`src/rtl/multibyte_add_ctrl.sv`:
```
// multibyte_add_ctrl: runs add/subtract of NBYTES-byte operands byte-serially through an external 8-bit adder
module multibyte_add_ctrl #(
  parameter int NBYTES = 4
) (
  input  logic                clk,
  input  logic                rst_n,
  input  logic                start,
  input  logic                op,
  input  logic [8*NBYTES-1:0] a_in,
  input  logic [8*NBYTES-1:0] b_in,
  input  logic                c_in,
  output logic [7:0]          add_a,
  output logic [7:0]          add_b,
  output logic                add_cin,
  input  logic [7:0]          add_sum,
  input  logic                add_cout,
  output logic                busy,
  output logic                done,
  output logic [8*NBYTES-1:0] sum_out,
  output logic                c_out
);
  localparam int W  = 8*NBYTES;
  localparam int IW = $clog2(NBYTES);
  typedef enum logic [1:0] {IDLE, LOAD, RUN, DONE} state_t;
  state_t state, state_n;
  logic [W-1:0] a_r, b_r, res;
  logic op_r, carry, cout_r, last;
  logic [IW-1:0] idx;
  always_ff @(posedge clk or negedge rst_n)
    if (!rst_n) state <= IDLE;
    else state <= state_n;
  always_comb begin
    last    = idx == IW'(NBYTES-1);
    state_n = state == IDLE ? (start ? LOAD : IDLE) :
              state == LOAD ? RUN :
              state == RUN  ? (last ? DONE : RUN) : IDLE;
    add_a   = state == RUN ? a_r[8*idx +: 8] : 8'h00;
    add_b   = state == RUN ? b_r[8*idx +: 8] ^ {8{op_r}} : 8'h00;
    add_cin = state == RUN && carry;
    busy    = state == LOAD || state == RUN;
    done    = state == DONE;
  end
  always_ff @(posedge clk or negedge rst_n)
    if (!rst_n) begin
      a_r    <= '0;
      b_r    <= '0;
      res    <= '0;
      op_r   <= 1'b0;
      carry  <= 1'b0;
      cout_r <= 1'b0;
      idx    <= '0;
    end else if (state == IDLE && start) begin
      a_r   <= a_in;
      b_r   <= b_in;
      op_r  <= op;
      carry <= op | c_in;
      idx   <= '0;
    end else if (state == RUN) begin
      res[8*idx +: 8] <= add_sum;
      carry           <= add_cout;
      cout_r          <= last ? add_cout : cout_r;
      idx             <= last ? idx : idx + IW'(1);
    end
  assign sum_out = res;
  assign c_out   = cout_r;
endmodule

```
`config.mk`:
```
export PLATFORM = sky130hd
export DESIGN_NAME = multibyte_add_ctrl
export DESIGN_NICKNAME = d
export VERILOG_FILES = /design/src/rtl/multibyte_add_ctrl.sv
export SDC_FILE = /design/constraint.sdc
export NUM_CORES = 1
export LEC_CHECK = 0
export CAP_MARGIN = 20
export CORE_UTILIZATION = 48
export DETAILED_ROUTE_END_ITERATION = 8
export HOLD_SLACK_MARGIN = 0.05
export PLACE_DENSITY = 0.85
export SLEW_MARGIN = 20
export SYNTH_ARGS = -nofsm -noshare
export SYNTH_HDL_FRONTEND = slang
export SYNTH_SLANG_ARGS = --single-unit
export TNS_END_PERCENT = 20
```
`constraint.sdc`:
```
create_clock -name clk -period 2.5 [get_ports clk]
set_input_delay 0.375 -clock clk [delete_from_list [all_inputs] [get_ports clk]]
set_output_delay 0.375 -clock clk [all_outputs]
set_load 0.005 [all_outputs]
```
## Word level (Yosys, flattened, before mapping)

Cells that the tools add are included.
W data, S select, Z words.

- Flip-flop bits (word level): 103
- Latch bits: 0
- Bits in writable memories: 0
- Memory bits (read-only): 0
- Input bits: 78
- Output and inout port bits: 52
- Memories kept: 0

- Add/sub/neg operators: 2
- Multiply operators: 0
- Div/mod/pow operators: 0
- Magnitude comparators: 0
- Eq/ne operators: 5
- Shifts and indexed selects: 4
- Muxes and demuxes: 13
- Bitwise logic cells: 3
- Reductions and logical operators: 8

Operators with widths:

| cell | number |
|---|---|
| $shiftx A32 B6 Y8 | 2 |
| $neg A5 Y34 | 1 |
| $shift A8 B34 Y32 const A | 1 |
| $shiftx A8 B34 Y32 | 1 |
| $bwmux W32 | 1 |
| $mux W8 | 2 |
| $mux W2 | 6 |
| $xor A8 B8 Y8 | 1 |
| $eq A2 B2 Y1 const B | 3 |
| $mux W1 | 4 |
| $reduce_and A2 Y1 | 2 |
| $reduce_and A3 Y1 | 1 |
| $add A2 B1 Y2 const B | 1 |
| $eq A2 B1 Y1 const B | 1 |
| $logic_and A1 B1 Y1 | 2 |
| $logic_not A2 Y1 | 1 |
| $ne A2 B1 Y1 const B | 1 |
| $reduce_bool A2 Y1 | 1 |
| $logic_or A1 B1 Y1 | 1 |
| $not A1 Y1 | 1 |
| $or A1 B1 Y1 | 1 |

## Logic depth before layout (Yosys ltp)

- Word-level depth: 5
- Gate-level depth with buffers: 7
- Depth with buffers taken out: 5

## Least setup slack after synthesis

OpenSTA, ideal clock, no wires.

- Path type: flip-flop to flip-flop
- Start point: register idx[1]
- End point: register res[16], in the netlist sum_out[16]
- Setup time: 66 ps
- Arrival: 2070 ps
- Required time: 2434 ps
- Setup slack: 363 ps
- Stages on the path, launching flop included: 8
- Path buffers: 2
- Cell sequence: dfrtp_1 > buf_2 > buf_2 > inv_1 > ha_1 > or3b_4 > nor3_4 > a22o_1

- Longest elaborated chain between the ends: 3

Ends and longest elaborated chain:

| element | RTL line | text |
|---|---|---|
| start, declared | 28 | `logic [IW-1:0] idx;` |
| start signal, assigned | 62 | `idx <= last ? idx : idx + IW'(1);` |
| $neg A5 Y34 (*) | 59 | `res[8*idx +: 8] <= add_sum;` |
| $shiftx A8 B34 Y32 / $shift A8 B34 Y32 (equally long branches) | 59 |  |
| $bwmux W32 (*) | 59 |  |
| end signal, assigned by index | 59 |  |
| end, declared | 26 | `logic [W-1:0] a_r, b_r, res;` |

Mark *: on every way between the ends. The rest lies on a longest branch, timed or not.
A chain may end at the register's enable or synchronous reset.

## Final worst setup path

- Start point: register idx[1]
- End point: output add_b[3]

- Longest elaborated chain between the ends: 3

Ends and longest elaborated chain:

| element | RTL line | text |
|---|---|---|
| $shiftx A32 B6 Y8 | 38 | `add_b = state == RUN ? b_r[8*idx +: 8] ^ {8{op_r}} : 8'h00;` |
| $xor A8 B8 Y8 | 38 |  |
| $mux W8 | 38 |  |
| end, declared | 13 | `output logic [7:0] add_b,` |

Every way passes these cells.

==> results.md <==
* Status: finished clean
* Share of cells above drive strength 1 at 27.0%
* Comb power frac at 47.9%
* H-tree Lvls at 3
* RD Place Congestion at 0.852
* Drt wl/cell at 18.0 um
* IO Count at 130
* Sw frac at 32.6%
* Final Skew at 0.0142 ns
* Switching pwr at 2.52 mW
* Initial DRC Count at 142
* Die X at 100 um
* Placeable Area at 9280 um^2
* EDFF count, synth at 0
* DIE AREA at 10000 um^2
* Final Hold Vio Count at 0
* Most common cell in the netlist: dfrtp_1
* Die Span Y at 100 um
* Cell type with the largest total area after synthesis: dfrtp_1
* Warnings, synthesis at 0
* Register area share after synthesis at 55.8%
* WS Path Type: flop to primary output
* CP Data Arrival Time at 2.07 ns
* Critical Path End Type: primary output
* Via/cell ratio at 5.30
* N_diodes at 0
* Worst min-delay path category: flop to flop
* Routed wire length at 10400 um
* Least-Margin Pin Slew at 0.606 ns
* Sequential share of power at 37.9%
* Max incr delay on CP at 0.52 ns
* Skew-Pair Late Insertion Delay at 0.37 ns
* CTS root buf: clkbuf_8
* LEAKAGE at 2.67 nW
* GR Util All Layers at 21.5%
* Starting Density at 49.7%
* Peak Freq at 409 MHz
* Syn-to-layout area delta at 38.0%
* Tmin final at 2.44 ns
* Initial DRT Pass Iterations at 4
* VDD IR max at 616 uV
* RSZ-0062 raised after global routing: yes
* Post-synth top cells: dfrtp_1, mux2_2, a22o_1
* Detail Route Antenna Nets at 0
* Finished Layout Cells at 581
* Fin. max-slew vios at 0
* Cts bufs inserted at 9
* Synth unique cells at 31
* Final nets at 534
* Clock slew at the register clock pins of the worst setup and hold paths at 0.11 ns
* HPWL after DPL at 7640 um
* Via count at 3080
* Final worst slack at 0.0553 ns
* Max transition margin at 59.6%
* Pin count of the biggest net entering global routing at 47
* Final Cell Area at 6370 um^2
* Worst EP required at 2.12 ns
* Slowest cell on the critical path: clkdlybuf4s50_1
* Crit path max-delay family: buffers and inverters
* CP startpoint kind: flop
* Top cells by area, synth: dfrtp_1, mux2_2, a22o_1, mux4_2, mux2i_1
* Internal power at 5.20 mW
* Share of Yosys cell area claimed by the top area cell type at 55.8%
* Clock group share of total power at 14.2%
* DRC at 0
* Final setup violation count at 0
* Crit share post-route at 97.8%
* FFs w/ async S/R, synth at 100%
* Vias in the first global route at 3180
* Row count at 35
* Primary FF master, synth: dfrtp_1
* Clock sink count at 103
* Initial antenna violation count at 0
* Mapped Cells at 314
* CP cell instances: buf_12 -> mux2i_2 -> xor2_1 -> o22ai_2 -> clkdlybuf4s50_1
* Cells after DPL at 563
* Power Density at 1210 nW/um^2
* Clock buffer depth at 2
* Global route total overflow at 0
* First-pass GRT wire length at 16300 um
* Flops & latches, synth at 103
* Mean area per synthesized cell at 14.7 um^2
* IO buf count at 129
* Syn nets at 401
* DP Area at 6060 um^2
* DP Worst Slack at 0.330 ns
* CTS tree: yes
* Syn Std Cell Area at 4620 um^2
* CP max FO at 14
* Max cap viols at 0
* Fillers at 684
* Buffers & Inverters on Critical Path at 2
## power by group through the flow
stage / clock [mW] / combinational [mW] / sequential (mW)
floorplan: 0 / 2.24 / 2.75
global placement: 0 / 3.47 / 2.87
detailed placement: 0 / 3.57 / 2.92
CTS: 1.13 / 3.60 / 2.88
global route: 1.20 / 3.95 / 3.02
finish: 1.10 / 3.69 / 2.92
## cell type report
| cell class | count | area, um^2 | share of cell area [%] |
|---|---|---|---|
| Clock buffer | 10 | 138 | 2.16 |
| Clock inverter | 6 | 75.1 | 1.18 |
| Inverter | 4 | 15.0 | 0.236 |
| Multi-Input combinational cell | 190 | 1980 | 31.1 |
| Sequential cell | 103 | 2580 | 40.5 |
| Tap cell | 129 | 161 | 2.53 |
| Timing Repair Buffer | 139 | 1430 | 22.4 |
## routing by layer
| layer | wire length [um] | GRT usage, % | share of wire [%] |
|---|---|---|---|
| met2 | 5180 | 35.2 | 50 |
| met1 | 4500 | 28.5 | 43 |
| met5 | 0 | 0 | 0 |
| met4 | 252 | 9.03 | 2.4 |
| met3 | 504 | 4.04 | 4.8 |
## worst paths after layout
path                                         start                 endpoint  slack [ns]  depth (start not counted)
max                             idx[1]$_DFFE_PN0P_                 add_b[3]        0.06                          5
min                        sum_out[10]$_DFFE_PN0P_  sum_out[10]$_DFFE_PN0P_        0.51                          1
max reg2reg                     idx[1]$_DFFE_PN0P_  sum_out[18]$_DFFE_PN0P_        0.35                          6
min reg2reg                sum_out[10]$_DFFE_PN0P_  sum_out[10]$_DFFE_PN0P_        0.51                          1
max in group asynchronous                    rst_n   sum_out[4]$_DFFE_PN0P_        1.26                          3
min in group asynchronous                    rst_n   sum_out[2]$_DFFE_PN0P_        0.56                          2
## sequential cells by signal (all words and copies together), names as in the netlist
register  count
carry         1
a_r          32
sum_out      32
c_out         1
b_r          32
idx           2
state         2
op_r          1
## per-stage QoR
step / hold WS, ns / power [mW] / setup TNS, ns / util (%)
2_1_floorplan: 0.0794 / 4.99 / 0 / -
3_3_place_gp: 0.417 / 6.34 / 0 / 65.3
3_5_place_dp: 0.424 / 6.49 / 0 / 65.3
4_1_cts: 0.515 / 7.61 / 0 / 67.8
5_1_grt: 0.522 / 8.17 / -0.124 / 68.7
6_report: 0.511 / 7.72 / 0 / 68.7
## cell families after synthesis
family,Yosys count,share of synthesized area (%)
adder cells (fa/ha/maj),9,2.44
XOR/XNOR,17,3.22
buffers and inverters,21,2.57
AND/OR/NAND/NOR,29,4.58
AO/OA/AOI/OAI,44,7.69
flip-flops,103,55.8
multiplexers,91,23.7
## placed cells by master, fill, tap and decap left out, drive strengths merged, types with 2 or more instances in the layout
master / count
ha: 9
mux2: 66
a21oi: 2
a22o: 32
nor2: 2
clkdlybuf4s50: 128
buf: 9
dfrtp: 103
nor3: 3
nand2b: 2
clkbuf: 11
inv: 7
xor2: 16
nand3: 2
nand2: 7
and2: 10
mux4: 8
o22ai: 8
mux2i: 17
## repair_timing
item / CTS / global route
resized for setup: 2 / 13
pin swaps: 0 / 0
hold endpoints to repair: 44 / 0
setup endpoints to repair: 8 / 17
setup buffers: 0 / 0
hold buffers: 1 / 0
gates cloned: 0 / 1
Power figures use the tool's default switching activity.
